File: config.mk
export PLATFORM = sky130hd
export DESIGN_NAME = pipe_stage_reg
export DESIGN_NICKNAME = d
export VERILOG_FILES = /design/src/rtl/pipe_stage_reg_pkg.sv /design/src/rtl/pipe_stage_reg_sat_counter.sv /design/src/rtl/pipe_stage_reg.sv
export SDC_FILE = /design/constraint.sdc
export NUM_CORES = 1
export LEC_CHECK = 0
export CORE_MARGIN = 5
export CORE_UTILIZATION = 45
export CTS_CLUSTER_SIZE = 12
export DETAILED_ROUTE_END_ITERATION = 7
export PLACE_DENSITY = 0.85
export SYNTH_ARGS = -nofsm -noshare
export SYNTH_HDL_FRONTEND = slang
export SYNTH_HIERARCHICAL = 1
export SYNTH_SLANG_ARGS = --single-unit
File: constraint.sdc
create_clock -name clk -period 5.97 [get_ports clk]
set_clock_uncertainty 0.2 [all_clocks]
set_input_delay 1.194 -clock clk [delete_from_list [all_inputs] [get_ports clk]]
set_output_delay 1.194 -clock clk [all_outputs]
set_load 0.02 [all_outputs]
File: src/rtl/pipe_stage_reg_pkg.sv
// Shared constants and stage-action decoding for the inter-stage pipeline registers.
package pipe_stage_reg_pkg;

  localparam logic STOP    = 1'b1;
  localparam logic NO_STOP = 1'b0;

  // Default payload width: the widest stage slot (ID/EX).
  localparam int unsigned PAYLOAD_W_IDEX = 119;

  typedef enum logic [2:0] {
    ACT_ADVANCE,
    ACT_FLUSH,
    ACT_BUBBLE,
    ACT_HOLD,
    ACT_ERROR
  } stage_act_e;

  // Flush beats any stall; up=0/dn=1 is an illegal stall pattern.
  function automatic stage_act_e decode_action(input logic flush,
                                               input logic up,
                                               input logic dn);
    if (flush)                         return ACT_FLUSH;
    if (up == STOP && dn == NO_STOP)   return ACT_BUBBLE;
    if (up == STOP)                    return ACT_HOLD;
    if (dn == STOP)                    return ACT_ERROR;
    return ACT_ADVANCE;
  endfunction

endpackage

File: src/rtl/pipe_stage_reg_sat_counter.sv
// Saturating up-counter used for the bubble and stall performance counters.
module sat_counter #(
  parameter int unsigned CNT_W = 16
) (
  input  logic             clk,
  input  logic             rst,
  input  logic             inc,
  output logic [CNT_W-1:0] count
);

  logic [CNT_W-1:0] count_q;
  logic [CNT_W-1:0] count_d;

  always_comb begin
    count_d = count_q;
    if (inc && (count_q != '1)) begin
      count_d = count_q + 1'b1;
    end
  end

  always_ff @(posedge clk or posedge rst) begin
    if (rst) begin
      count_q <= '0;
    end else begin
      count_q <= count_d;
    end
  end

  assign count = count_q;

endmodule

File: src/rtl/pipe_stage_reg.sv
// Generic inter-stage pipeline register: payload/valid/sticky sideband driven by the
// shared stall vector, with flush, protocol-error flag and saturating perf counters.
module pipe_stage_reg
  import pipe_stage_reg_pkg::*;
#(
  parameter int unsigned                PAYLOAD_W   = PAYLOAD_W_IDEX,
  parameter logic [PAYLOAD_W-1:0]       NOP_PAYLOAD = '0,
  parameter int unsigned                STICKY_W    = 1,
  parameter int unsigned                STALL_W     = 6,
  parameter int unsigned                STAGE_IDX   = 2,
  parameter int unsigned                CNT_W       = 16
) (
  input  logic                 clk,
  input  logic                 rst,
  input  logic [STALL_W-1:0]   stall,
  input  logic                 flush,
  input  logic                 in_valid,
  input  logic [PAYLOAD_W-1:0] in_payload,
  input  logic [STICKY_W-1:0]  in_sticky,
  output logic                 out_valid,
  output logic [PAYLOAD_W-1:0] out_payload,
  output logic [STICKY_W-1:0]  out_sticky,
  output logic [CNT_W-1:0]     bubble_cnt,
  output logic [CNT_W-1:0]     stall_cnt,
  output logic                 proto_err
);

  logic up;
  logic dn;

  // The last register in the chain has no downstream stall bit.
  if (STAGE_IDX >= STALL_W) begin : g_bad_idx
    $error("pipe_stage_reg: STAGE_IDX must be less than STALL_W");
    assign up = 1'b0;
    assign dn = 1'b0;
  end else if (STAGE_IDX == STALL_W - 1) begin : g_last
    assign up = stall[STAGE_IDX];
    assign dn = 1'b0;
  end else begin : g_mid
    assign up = stall[STAGE_IDX];
    assign dn = stall[STAGE_IDX+1];
  end

  stage_act_e           act;
  logic                 valid_q,     valid_d;
  logic [PAYLOAD_W-1:0] payload_q,   payload_d;
  logic [STICKY_W-1:0]  sticky_q,    sticky_d;
  logic                 proto_err_q, proto_err_d;
  logic                 inc_bubble;
  logic                 inc_stall;

  always_comb begin
    act         = decode_action(flush, up, dn);
    valid_d     = valid_q;
    payload_d   = payload_q;
    sticky_d    = sticky_q;
    proto_err_d = proto_err_q;
    inc_bubble  = 1'b0;
    inc_stall   = 1'b0;
    unique case (act)
      ACT_FLUSH: begin
        valid_d   = 1'b0;
        payload_d = NOP_PAYLOAD;
        sticky_d  = '0;
      end
      ACT_BUBBLE: begin
        valid_d    = 1'b0;
        payload_d  = NOP_PAYLOAD;
        inc_bubble = 1'b1;
      end
      ACT_HOLD: begin
        inc_stall = 1'b1;
      end
      ACT_ERROR: begin
        inc_stall   = 1'b1;
        proto_err_d = 1'b1;
      end
      ACT_ADVANCE: begin
        valid_d   = in_valid;
        sticky_d  = in_sticky;
        payload_d = in_valid ? in_payload : NOP_PAYLOAD;
      end
      default: begin
        valid_d = valid_q;
      end
    endcase
  end

  always_ff @(posedge clk or posedge rst) begin
    if (rst) begin
      valid_q     <= 1'b0;
      payload_q   <= NOP_PAYLOAD;
      sticky_q    <= '0;
      proto_err_q <= 1'b0;
    end else begin
      valid_q     <= valid_d;
      payload_q   <= payload_d;
      sticky_q    <= sticky_d;
      proto_err_q <= proto_err_d;
    end
  end

  sat_counter #(.CNT_W(CNT_W)) u_bubble_cnt (
    .clk   (clk),
    .rst   (rst),
    .inc   (inc_bubble),
    .count (bubble_cnt)
  );

  sat_counter #(.CNT_W(CNT_W)) u_stall_cnt (
    .clk   (clk),
    .rst   (rst),
    .inc   (inc_stall),
    .count (stall_cnt)
  );

  assign out_valid   = valid_q;
  assign out_payload = payload_q;
  assign out_sticky  = sticky_q;
  assign proto_err   = proto_err_q;

endmodule

==> reports/results.ini <==
[setup_path]
worst-path-buf-inv = 1
r2r-end = u_stall_cnt/count[14]$_DFFE_PP0P_
critPathTopFamily = simple AND/OR/NAND/NOR gates
end_kind = flip-flop
r2r_setup_slack_ns = 4.07
critPathKind = in -> reg
slowest_stage = buf_6
crit_arrival_ns = 3.50
startpoint_type = input port
reg2reg_depth = 5
crit_chain = buf_6 > nor2b_1 > and4_1 > nand3_1 > nor2_1 > mux2_2
slowest_delay_ns = 0.72
cp_data_required_time_ns = 6.07
cp_max_fo = 167
r2r-start = u_stall_cnt/count[0]$_DFFE_PP0P_

[detailed_routing]
route.detailed.drc = 0
finalWirelength_mm = 21.8
drtIter0Drc = 382
final_antenna_net_count = 0
route.detailed.wl_per_inst_um = 18.6
routed-wl-met2_mm = 10.3
highest_layer = met4
dr_wl_met3_mm = 2.07
viasPerCell = 5.43
dr_total_vias = 6359
met1_length_mm = 8.82
drt-pass1-iter-count = 5

[die]
fp-row-count = 47
die_y_um = 139
dieWidth_um = 139
initial_core_util_pct = 45.3
ios = 284
dieArea_um2 = 19200
fp.coreArea_um2 = 16400

[placement]
numPortBuffers = 279
dpl.hpwl_mm = 14.4
place_congestion = 0.804
dp_cells = 1139

[global_routing]
grt_usage_pct = 22.4
grt_pass1_wl_mm = 35.0
grt_start_max_net_pins = 168
antenna_found_initial = 0
overflow = 0
grt_pass1_vias = 6300

[sta]
tightest_slew_ns = 1.02
setup_viol = 0
grt_setup_unrepaired = no
max_clock_freq_mhz = 294
slew-limit-headroom_pct = 31.9
slew_violations = 0
tns_ns = 0
hold_viol_final = 0
period_needed_ns = 3.40
period_share_pct = 56.9

[clock_network]
postCtsSetupBuffers = 0
cts_htree_levels = 4
clk_pin_slew_ns = 0.06
holdBufCountCts = 0
cts_tree = yes
cts_sinks = 154
clock_path_buffers = 2
insertion_delay_ns = 0.41
cts_resized = 0
cts_root_buf = clkbuf_16
cts_buffers = 17

[cells_and_area]
syn_to_final_growth_pct = 45.5
final_net_count = 1070
drive_gt1_share_pct = 6.20
final_cells = 1171
diodes = 0
final_util_pct = 65.9

[min_path]
hold_end = proto_err$_DFFE_PP0N_
hold_class = reg -> reg
min_path_cells = 1
min-delay-start = proto_err$_DFFE_PP0N_

[yosys]
syn_area_per_cell_um2 = 10.6
syn-num-nets = 831
postSynthCellCount = 699
synthArstFlopShare_pct = 100
synth-seq-cells = 154
synth.cell_area_um2 = 7430
synth_ff_type = dfrtp_1
synth-edff-count = 0
synth_warnings = 6
ys_seq_area_share_pct = 51.8
netlist-cell-type-count = 35

[status]
status = complete, no violations

[power]
power_density_nw_per_um2 = 251
p_leak_nw = 4.23
ir_drop_uv = 179

[run]
drv_cap = 0

==> layout make-up <==
cell class                      count  area (um^2)
Clock buffer                       22          464
Clock inverter                     10          118
Fill cell                        1278         5590
Inverter                            4         17.5
Multi-Input combinational cell    474         3240
Sequential cell                   154         3850
Tap cell                          220          275
Timing Repair Buffer              287         2840
==> metrics by stage <==
step           setup WS [ns]  hold WS (ns)  cell area, um^2  power [W]
6_report                2.57         0.254            10800    0.00271
5_1_grt                 2.41         0.286            10800    0.00283
4_1_cts                 2.62         0.259            10800    0.00274
3_5_place_dp            2.25         0.244            10200    0.00167
3_3_place_gp            2.28         0.239            10200    0.00166
2_1_floorplan           1.33         0.365             7430    0.00142
==> state kept, by name, summed over array words and instances, names as in the netlist <==
name                cells
proto_err               1
u_stall_cnt/count      16
out_sticky              1
u_bubble_cnt/count     16
out_payload           119
out_valid               1
==> kinds of logic (layout without fill, tap and decap cells) <==
family | count (synthesis) | in the layout | synth area share, %
AOI/OAI and AO/OA | 129 | 129 | 8.84
xor gates and xnor gates | 22 | 22 | 2.59
adders and majority gates | 2 | 2 | 0.337
buffers and inverters | 71 | 323 | 4.51
DFF | 154 | 154 | 51.8
muxes | 6 | 6 | 0.875
and+or+nand+nor | 315 | 315 | 31.0
==> layer usage <==
layer  global-route usage [%]  up-vias
li1                         -     2992
met2                     35.6      231
met1                     27.7     3097
met5                        0        -
met3                     8.91       39
met4                     8.11        0
==> cells in the mapped netlist, types with 3 or more instances <==
cell,instances,area share (%)
a21oi_1,124,8.3
and3_1,8,0.67
and4_1,6,0.71
buf_2,7,0.47
buf_4,9,0.91
buf_6,3,0.45
clkbuf_1,45,2.3
dfrtp_1,154,52
inv_1,4,0.20
mux2_2,4,0.61
nand2_1,132,6.7
nand3_1,14,0.94
nand4_1,10,0.84
nand4bb_1,119,18
nor2_1,6,0.30
xnor2_1,22,2.6
==> report_power, final <==
part           switching (W)  internal (W)  total [W]
combinational       0.000243      0.000244   0.000488
sequential         0.0000651       0.00110    0.00116
clock               0.000424      0.000639    0.00106
==> placed cells by master (no fill, tap or decap), drive strengths merged, types with 8 or more instances in the layout <==
| cell | instances |
|---|---|
| clkdlybuf4s50 | 275 |
| nand4 | 14 |
| nand4bb | 119 |
| clkbuf | 22 |
| buf | 12 |
| and4 | 8 |
| a21oi | 125 |
| nand3 | 14 |
| dfrtp | 154 |
| and3 | 10 |
| nand2 | 134 |
| xnor2 | 22 |
==> how the worst max path moves through the flow <==
stage / slack, ns / startpoint / depth (start not counted) / endpoint
4_1_cts: 2.62 / stall[3] / 6 / u_stall_cnt/count[14]$_DFFE_PP0P_
3_3_place_gp: 2.28 / stall[3] / 6 / u_stall_cnt/count[14]$_DFFE_PP0P_
2_1_floorplan: 1.33 / rst / 1 / out_payload[0]$_DFFE_PP0P_
5_1_grt: 2.41 / stall[3] / 6 / u_stall_cnt/count[14]$_DFFE_PP0P_
3_5_place_dp: 2.25 / stall[3] / 6 / u_stall_cnt/count[14]$_DFFE_PP0P_
6_report: 2.57 / stall[3] / 6 / u_stall_cnt/count[14]$_DFFE_PP0P_
==> worst register-to-register path, cell delays in order (launching register included) <==
cell	delay [ns]
dfrtp_1	0.42
ha_1	0.23
and4_1	0.30
nand3_1	0.17
nor2_1	0.15
mux2_2	0.33
(Power assumes the default switching activity.)
